File: src/rtl/memwb_stage_ctrl.sv
// ---------------------------------------------------------------------------
// memwb_stage_ctrl
//
// MEM/WB pipeline register with a built-in data-memory handshake FSM.
// On an accepted advance the instruction payload is latched.  For a load or
// a store, a level request is raised toward the data memory and the stage
// stalls (ready=0) until the response returns.  Load data is captured with
// byte-lane extraction.
//
// Optional build macro: MEMWB_TIMEOUT_EN
//   defined   : a WAIT-cycle counter aborts the access after TIMEOUT_CYCLES
//               cycles, sets a sticky err flag and clears rdata_out.
//   undefined : WAIT lasts until data_response arrives; err is tied to 0.
//
// Ports
//   clk, rst_n                 clock (rising edge), async active-low reset
//   advance, in_valid          advance strobe and slot-valid from upstream
//   pc_in/dest_in/imm_in/ctrl_in   instruction payload
//   mem_read_in/mem_write_in/byte_in   access type
//   addr_in, wdata_in          effective address and store data
//   data_response, rdata_in    memory completion (level) and read data
//   data_request               memory request, held until response
//   load_mar, load_mdr         single-cycle MAR / MDR load pulses
//   mem_addr/mem_wdata/mem_we/mem_byte_en   latched memory-side controls
//   out_valid, pc_out, dest_out, imm_out, alu_out, rdata_out, ctrl_out
//                              writeback-side view of the stage
//   ready                      stage can accept an advance
//   err                        sticky timeout flag
//
// State table
//   state  | meaning
//   S_IDLE | stage may accept an advance; no memory access outstanding
//   S_WAIT | request outstanding; stage stalled until response/timeout
// ---------------------------------------------------------------------------
module memwb_stage_ctrl #(
    parameter int DATA_W         = 16,
    parameter int REG_W          = 3,
    parameter int IMM_W          = 16,
    parameter int CTRL_W         = 32,
    parameter int TIMEOUT_CYCLES = 64
) (
    input  logic                clk,
    input  logic                rst_n,
    input  logic                advance,
    input  logic                in_valid,
    input  logic [DATA_W-1:0]   pc_in,
    input  logic [REG_W-1:0]    dest_in,
    input  logic [IMM_W-1:0]    imm_in,
    input  logic [CTRL_W-1:0]   ctrl_in,
    input  logic                mem_read_in,
    input  logic                mem_write_in,
    input  logic                byte_in,
    input  logic [DATA_W-1:0]   addr_in,
    input  logic [DATA_W-1:0]   wdata_in,
    input  logic                data_response,
    input  logic [DATA_W-1:0]   rdata_in,
    output logic                data_request,
    output logic                load_mar,
    output logic                load_mdr,
    output logic [DATA_W-1:0]   mem_addr,
    output logic [DATA_W-1:0]   mem_wdata,
    output logic                mem_we,
    output logic [DATA_W/8-1:0] mem_byte_en,
    output logic                out_valid,
    output logic [DATA_W-1:0]   pc_out,
    output logic [REG_W-1:0]    dest_out,
    output logic [IMM_W-1:0]    imm_out,
    output logic [DATA_W-1:0]   alu_out,
    output logic [DATA_W-1:0]   rdata_out,
    output logic [CTRL_W-1:0]   ctrl_out,
    output logic                ready,
    output logic                err
);

    localparam int BE_W   = DATA_W / 8;
    localparam int LANE_W = (BE_W > 1) ? $clog2(BE_W) : 1;

    typedef enum logic {
        S_IDLE = 1'b0,
        S_WAIT = 1'b1
    } state_t;

    state_t state, state_next;

    logic accept;       // payload latch this cycle
    logic bubble;       // advance with an empty upstream slot
    logic take_mem;     // accepted instruction is a load or store
    logic complete;     // response accepted in WAIT
    logic expire;       // timeout abort in WAIT
    logic timeout_hit;

    logic op_read;
    logic op_byte;

    logic [LANE_W-1:0] in_lane;
    logic [LANE_W-1:0] rd_lane;
    logic [DATA_W-1:0] rd_shift;
    logic [DATA_W-1:0] rd_value;

    // -----------------------------------------------------------------------
    // FSM
    // -----------------------------------------------------------------------
    always_ff @(posedge clk or negedge rst_n) begin
        if (!rst_n) begin
            state <= S_IDLE;
        end else begin
            state <= state_next;
        end
    end

    // load_mar is high exactly in the request-issue cycle, so it doubles as
    // the marker that keeps the response from being sampled in that cycle.
    always_comb begin
        state_next   = state;
        accept       = 1'b0;
        bubble       = 1'b0;
        take_mem     = 1'b0;
        complete     = 1'b0;
        expire       = 1'b0;
        data_request = 1'b0;
        ready        = 1'b0;
        case (state)
            S_IDLE: begin
                ready = 1'b1;
                if (advance) begin
                    if (in_valid) begin
                        accept = 1'b1;
                        if (mem_read_in || mem_write_in) begin
                            take_mem   = 1'b1;
                            state_next = S_WAIT;
                        end
                    end else begin
                        bubble = 1'b1;
                    end
                end
            end
            S_WAIT: begin
                data_request = 1'b1;
                if (data_response && !load_mar) begin
                    complete   = 1'b1;
                    state_next = S_IDLE;
                end else if (timeout_hit) begin
                    expire     = 1'b1;
                    state_next = S_IDLE;
                end
            end
            default: begin
                state_next = S_IDLE;
            end
        endcase
    end

    // -----------------------------------------------------------------------
    // Optional wait timeout
    // -----------------------------------------------------------------------
`ifdef MEMWB_TIMEOUT_EN
    localparam int CNT_W = (TIMEOUT_CYCLES > 1) ? $clog2(TIMEOUT_CYCLES + 1) : 1;
    localparam logic [CNT_W-1:0] CNT_LAST = CNT_W'(TIMEOUT_CYCLES - 1);

    logic [CNT_W-1:0] wait_cnt;

    // The count equals the number of WAIT cycles already completed, so the
    // abort fires at the end of the TIMEOUT_CYCLES-th WAIT cycle.
    assign timeout_hit = (wait_cnt == CNT_LAST);

    always_ff @(posedge clk or negedge rst_n) begin
        if (!rst_n) begin
            wait_cnt <= '0;
            err      <= 1'b0;
        end else begin
            if (take_mem) begin
                wait_cnt <= '0;
            end else if (state == S_WAIT && !timeout_hit) begin
                wait_cnt <= wait_cnt + CNT_W'(1);
            end
            if (expire) begin
                err <= 1'b1;
            end
        end
    end
`else
    logic unused_timeout_cfg;

    assign unused_timeout_cfg = (TIMEOUT_CYCLES == 0);
    assign timeout_hit        = 1'b0;
    assign err                = 1'b0;
`endif

    // -----------------------------------------------------------------------
    // Byte-lane helpers
    // -----------------------------------------------------------------------
    assign in_lane  = addr_in[LANE_W-1:0];
    assign rd_lane  = mem_addr[LANE_W-1:0];
    assign rd_shift = rdata_in >> {rd_lane, 3'b000};
    assign rd_value = op_byte ? {{(DATA_W-8){1'b0}}, rd_shift[7:0]} : rdata_in;

    // -----------------------------------------------------------------------
    // Stage registers
    // -----------------------------------------------------------------------
    always_ff @(posedge clk or negedge rst_n) begin
        if (!rst_n) begin
            load_mar    <= 1'b0;
            load_mdr    <= 1'b0;
            out_valid   <= 1'b0;
            pc_out      <= '0;
            dest_out    <= '0;
            imm_out     <= '0;
            ctrl_out    <= '0;
            alu_out     <= '0;
            mem_addr    <= '0;
            mem_wdata   <= '0;
            mem_we      <= 1'b0;
            mem_byte_en <= '0;
            rdata_out   <= '0;
            op_read     <= 1'b0;
            op_byte     <= 1'b0;
        end else begin
            load_mar <= take_mem;
            load_mdr <= take_mem ? mem_write_in : (complete && op_read);

            if (bubble) begin
                out_valid <= 1'b0;
            end

            if (accept) begin
                out_valid <= 1'b1;
                pc_out    <= pc_in;
                dest_out  <= dest_in;
                imm_out   <= imm_in;
                ctrl_out  <= ctrl_in;
                alu_out   <= addr_in;
                mem_addr  <= addr_in;
                mem_we    <= mem_write_in;
                op_read   <= mem_read_in;
                op_byte   <= byte_in;
                mem_wdata <= byte_in ? {BE_W{wdata_in[7:0]}} : wdata_in;
                if (take_mem) begin
                    mem_byte_en <= byte_in ? (BE_W'(1) << in_lane) : {BE_W{1'b1}};
                end else begin
                    mem_byte_en <= '0;
                end
            end

            if (complete && op_read) begin
                rdata_out <= rd_value;
            end else if (expire) begin
                rdata_out <= '0;
            end
        end
    end

endmodule

File: config.mk
export PLATFORM = sky130hd
export DESIGN_NAME = memwb_stage_ctrl
export DESIGN_NICKNAME = d
export VERILOG_FILES = /design/src/rtl/memwb_stage_ctrl.sv
export SDC_FILE = /design/constraint.sdc
export NUM_CORES = 1
export LEC_CHECK = 0
export CAP_MARGIN = 20
export CORE_AREA = 2 2 123 125
export CTS_BUF_LIST = sky130_fd_sc_hd__clkbuf_8 sky130_fd_sc_hd__clkbuf_16
export CTS_CLUSTER_DIAMETER = 30
export DETAILED_ROUTE_END_ITERATION = 10
export DIE_AREA = 0 0 125 127
export HOLD_SLACK_MARGIN = 0.05
export PLACE_DENSITY = 0.72
export SLEW_MARGIN = 40
export SYNTH_ARGS = -nofsm -noshare
export SYNTH_HDL_FRONTEND = slang
export SYNTH_SLANG_ARGS = --single-unit
File: constraint.sdc
create_clock -name clk -period 3.5 [get_ports clk]
set_input_delay 1.05 -clock clk [delete_from_list [all_inputs] [get_ports clk]]
set_output_delay 1.05 -clock clk [all_outputs]
set_load 0.005 [all_outputs]
==> out/metrics.cfg, run 1 <==
[logic_synthesis]
yosysUniqueCellTypes=20
synth_area_leaders=dfrtp_1 62%, nand2_1 23%, mux2i_1 3.2%
async_reset_ff_share_pct=100
ys_seq_area_share_pct=61.6
synth.largest_area_cell=dfrtp_1
synthFlopType=dfrtp_1
synthTopCellsByCount=307 x nand2_1, 124 x dfrtp_1, 27 x o21ai_0
synth_edf_count=0
ys_warn_count=0
postSynthAreaPerCell_um2=9.29
ys_seq_elements=124
synth_cells=542
yosys.area.top_type_share_pct=61.6
synth_most_common_cell=nand2_1
syn_area_um2=5030
synth_nets=665

[critical_path]
crit_path_end_kind=primary output
crit_fanout=6
startpoint=state
critPathBufInv=2
slowest_delay_ns=0.52
cp.depth=2
crit_arrival_ns=1.48
crit_required_ns=2.45
cp_top_family=buffers and inverters
ff2ff_path_depth=4
rr_endpoint=ctrl_out[21]
crit_chain=inv_1 -> clkdlybuf4s50_1
slowest_stage=clkdlybuf4s50_1
reg2reg_from=state
critical_path_class=flop to primary output
cp-start-kind=flop
critical_path.endpoint=ready
r2r_slack_ns=1.97

[sta]
min_period_over_period_pct=72.2
period_needed_ns=2.53
tightest_slew_ns=0.643
final-hold-violation-count=0
relSlewSlack_pct=57.0
final.setup_skew_ns=0.00543
worst_slack_ns=0.973
clock.fmax_ghz=0.396
setup_tns_ns=0
rsz0062_at_grt=no
finalSetupViolCount=0
slew_violations=0
worst_hold_slack_ns=0.468

[place]
place.gp.congestion=0.792
place_hpwl_um=9620
post-place-ws_ns=0.901
io_buffers=261

[run_status]
outcome=finished clean

[die]
dieArea_um2=15900
die_w_um=125
initial_core_util_pct=34.9
rows=44
core_um2=14400
io_pins=263
die_y_um=127

[cts]
clock-sinks=124
clk_pin_slew_ns=0.05
insertion_delay_ns=0.41
cts_tree=done
clk_path_buf_depth=2
ctsHtreeMaxLevel=4
post_cts_buffers=0
cts_buffers=17
holdBufCountCts=0
cts_resized=0
root_buffer=clkbuf_16

[drt]
drc=0
vias=4290
wirelength_um=13600
via_per_inst=4.37
initialDrtViolationCount=218
ant_nets=0
avgRoutedWirePerCell_um=13.9
drt-pass1-iter-count=4

[power]
p_per_area_nw_per_um2=609
p_leak_nw=3.99
fin_total_pwr_mw=4.99
ir_worst_vdd_mv=0.285

[global_routing]
grt_max_degree=94
antenna_found_initial=0
grt_pass1_vias=4264
grt_pass1_wl_um=22100
track_usage_pct=17.5
grt_remaining_overflow=0

[layout]
nets=907
final_core_util_pct=56.8
synthToLayoutAreaGrowth_pct=62.8
diodes=0
drive_above_1_share_pct=5.02

[min_path]
hp-start=ctrl_out[14]
hold_class=flop to flop

[flow_run]
maxCapViolCount=0

stage by stage:
step / cell area [um2] / instances
floorplan: 5030 / 542
global placement: 7640 / 949
detailed placement: 7640 / 949
CTS: 8200 / 981
global route: 8200 / 981
finish: 8200 / 981
flip-flops by register name, summed over array words and instances (netlist names), 2 cells and up:
name	count
pc_out	16
alu_out	16
mem_wdata	16
ctrl_out	32
rdata_out	16
imm_out	16
mem_byte_en	2
dest_out	3
layer usage:
| layer | global-route usage, % | up-vias | share of wire [%] |
|---|---|---|---|
| li1 | - | 2138 | - |
| met1 | 21.8 | 1970 | 42 |
| met2 | 28.2 | 160 | 48 |
| met3 | 5.99 | 22 | 7.4 |
| met4 | 7.06 | 0 | 2.1 |
| met5 | 0 | - | 0 |
power breakdown:
group | switching (mW) | total [mW] | internal, mW
sequential | 0.199 | 1.97 | 1.77
clock | 0.603 | 1.64 | 1.03
combinational | 0.495 | 1.39 | 0.890
final cells by class:
type                    instances  area [um2]
clock buffers                  21         480
clock inverters                11        77.6
fillers                      1272        6230
inverters                       3        11.3
multi-input cells             370        1590
flip-flops and latches        124        3100
well taps                     184         230
repair buffers                268        2700
how the worst min path moves through the flow:
stage,end,slack [ns],cells after the start
finish,ctrl_out[14],0.47,2
CTS,mem_wdata[0],0.47,2
global route,mem_wdata[0],0.49,2
global placement,pc_out[4],0.46,2
floorplan,op_read,0.45,2
detailed placement,mem_wdata[0],0.46,2
kinds of logic (layout without fill, tap and decap cells):
kind of cell,after synthesis,after routing,share of synthesized area [%]
muxes,16,16,3.18
AOI/OAI and AO/OA,31,31,3.33
and+or+nand+nor,322,322,25.0
buffers and inverters,48,303,6.76
DFF,124,124,61.6
other,1,1,0.0745
worst register-to-register path, delay by kind of cell, from the launching register on:
kind          cells  cell delay (ns)
buf+inv           1             0.32
simple gates      3             0.64
flops             1             0.45
placed cells by master, fill, tap and decap left out, types with 2 or more instances in the layout:
cell             netlist  routed
buf_12                 0       3
buf_4                 20       5
clkbuf_16              0      17
clkbuf_8               0       4
clkdlybuf4s50_1        0     260
clkinv_2               0       5
dfrtp_1              124     124
inv_1                  3       7
mux2i_1               16      16
nand2_1              307     307
nand2b_1               8       8
nor2_1                 2       2
o21ai_0               27      27
o22ai_1                2       2
Power figures use the tool's default switching activity.
==> run 2: changes to the inputs <==
Settings changed: PLACE_DENSITY 0.72 to 0.75.
Clock period 3.5 ns to 2 ns, I/O delays scaled along.
==> run 2 against run 1 <==
Setup slack lost 0.91 ns. Routed wire length grew 0.86%. Sequential power grew 75%. Clock skew grew 0.0019 ns. Die area is the same. Global-route usage grew 0.22 points. Combinational power grew 77%.
==> out/metrics.cfg, run 2 (synthesized netlist as in run 1, its figures left out) <==
[sta]
worst_slack_ns=0.0594
final.setup_skew_ns=0.00732
period_needed_ns=1.94
setup_tns_ns=0
min_period_over_period_pct=97.0
final-hold-violation-count=0
slew_violations=0
clock.fmax_ghz=0.515
finalSetupViolCount=0

[drt]
ant_nets=0
initialDrtViolationCount=168
wirelength_um=13700
drt-pass1-iter-count=5
vias=4370
via_per_inst=4.45
drc=0
avgRoutedWirePerCell_um=14.0

[die]
dieArea_um2=15900
die_w_um=125
core_um2=14400
die_y_um=127
io_pins=263
rows=44
initial_core_util_pct=34.9

[global_routing]
grt_remaining_overflow=0
antenna_found_initial=0
grt_pass1_vias=4425
track_usage_pct=17.7
grt_max_degree=63
grt_pass1_wl_um=22400

[layout]
drive_above_1_share_pct=5.63
nets=911
n_fill_cell=1260
layout_commonest_cell=nand2_1
final_core_util_pct=57.3
largest_reg_flops=32
diodes=0
regMostFlops=ctrl_out
design_area_um2=8270
layout_common_cells=307 x nand2_1, 259 x clkdlybuf4s50_1, 123 x dfrtp_1, 27 x o21ai_0, 17 x clkbuf_16
synthToLayoutAreaGrowth_pct=64.3
multi_input_area_um2=1590
seq_area_um2=3100

[cts]
cts_tree=done
ctsHtreeMaxLevel=4
insertion_delay_ns=0.41
holdBufCountCts=0
clk_pin_slew_ns=0.05
root_buffer=clkbuf_16
cts_buffers=17
clk_path_buf_depth=2
clock-sinks=124

[critical_path]
crit_required_ns=1.40
crit_fanout=4
cp_top_family=buffers and inverters
slowest_delay_ns=0.53
critical_path_class=flop to primary output
cp-start-kind=flop
crit_arrival_ns=1.34
crit_path_end_kind=primary output
crit_chain=clkdlybuf4s50_1
critPathBufInv=1
slowest_stage=clkdlybuf4s50_1

[place]
post-place-ws_ns=0.0425
io_buffers=261
place_hpwl_um=9780
place_area_um2=7700
place.gp.congestion=0.801

[power]
p_leak_nw=4.02
p_per_area_nw_per_um2=1070
fin_total_pwr_mw=8.83
ir_worst_vdd_mv=0.521

[run_status]
outcome=finished clean

[flow_run]
maxCapViolCount=0

[min_path]
hold_class=input pin to asynchronous set/reset pin

==> run 2: cell types whose count changed in the layout (fill, tap and decap cells not counted), sizes merged <==
cell,previous run,this run
clkbuf,21,20
inv,7,5
dlygate4sd2,0,1
bufinv,1,2
buf,8,12
clkdlybuf4s50,260,259
==> run 2: per-layer routing <==
metal / GRT usage, % / part of all wire (%)
met1: 21.4 / 42
met2: 28.1 / 46
met3: 6.91 / 8.8
met4: 8.30 / 3.1
met5: 0 / 0
==> run 2: final timing paths <==
kind                            cells after the start  slack [ns]      endpoint          from
worst max-delay path                                1        0.06   mem_addr[0]    alu_out[0]
worst min register to register                      2        0.47  ctrl_out[27]  ctrl_out[27]
worst min-delay path                                2        0.19  mem_wdata[2]         rst_n
max in group asynchronous                           2        1.49   ctrl_out[6]         rst_n
min in group clk                                    2        0.47  ctrl_out[27]  ctrl_out[27]
worst max register to register                      4        0.73     pc_out[8]         state
==> run 2: repair_timing <==
action	4_1_cts	5_1_grt
gates resized for setup	2	0
endpoints found under the hold margin	0	0
setup endpoints to repair	2	2
buffers inserted	0	1
pin swaps	0	0
==> run 2: layout make-up <==
class                      count  area share [%]
sequential                   124            37.5
timing repair buffer         272            33.4
multi-input combinational    370            19.3
clock buffer                  20            5.64
tap                          184            2.78
clock inverter                10            1.21
inverter                       3           0.136
==> run 2: power by group <==
group | switching [mW] | internal, mW | total, mW
registers | 0.336 | 3.10 | 3.44
logic | 0.878 | 1.58 | 2.46
clock network | 1.04 | 1.89 | 2.94
total | 2.26 | 6.57 | 8.83
==> run 2: worst reg2reg max path, stage by stage, from the launching register on <==
cell and delay, ns:
dfrtp_2 0.44, nand3b_4 0.28, buf_12 0.25, nand2_1 0.14, nand2_1 0.06
==> run 2: metrics by stage <==
stage | hold WS, ns | cells
after detailed placement | 0.461 | 952
after global routing | 0.212 | 983
after floorplan | 0.304 | 542
after global placement | 0.457 | 952
after CTS | 0.201 | 982
final | 0.190 | 983
==> run 3: changes to the inputs <==
Settings changed: CAP_MARGIN 20 to default.
==> results of run 3 <==
The final DEF is identical to that of run 2; final timing and power are the same.
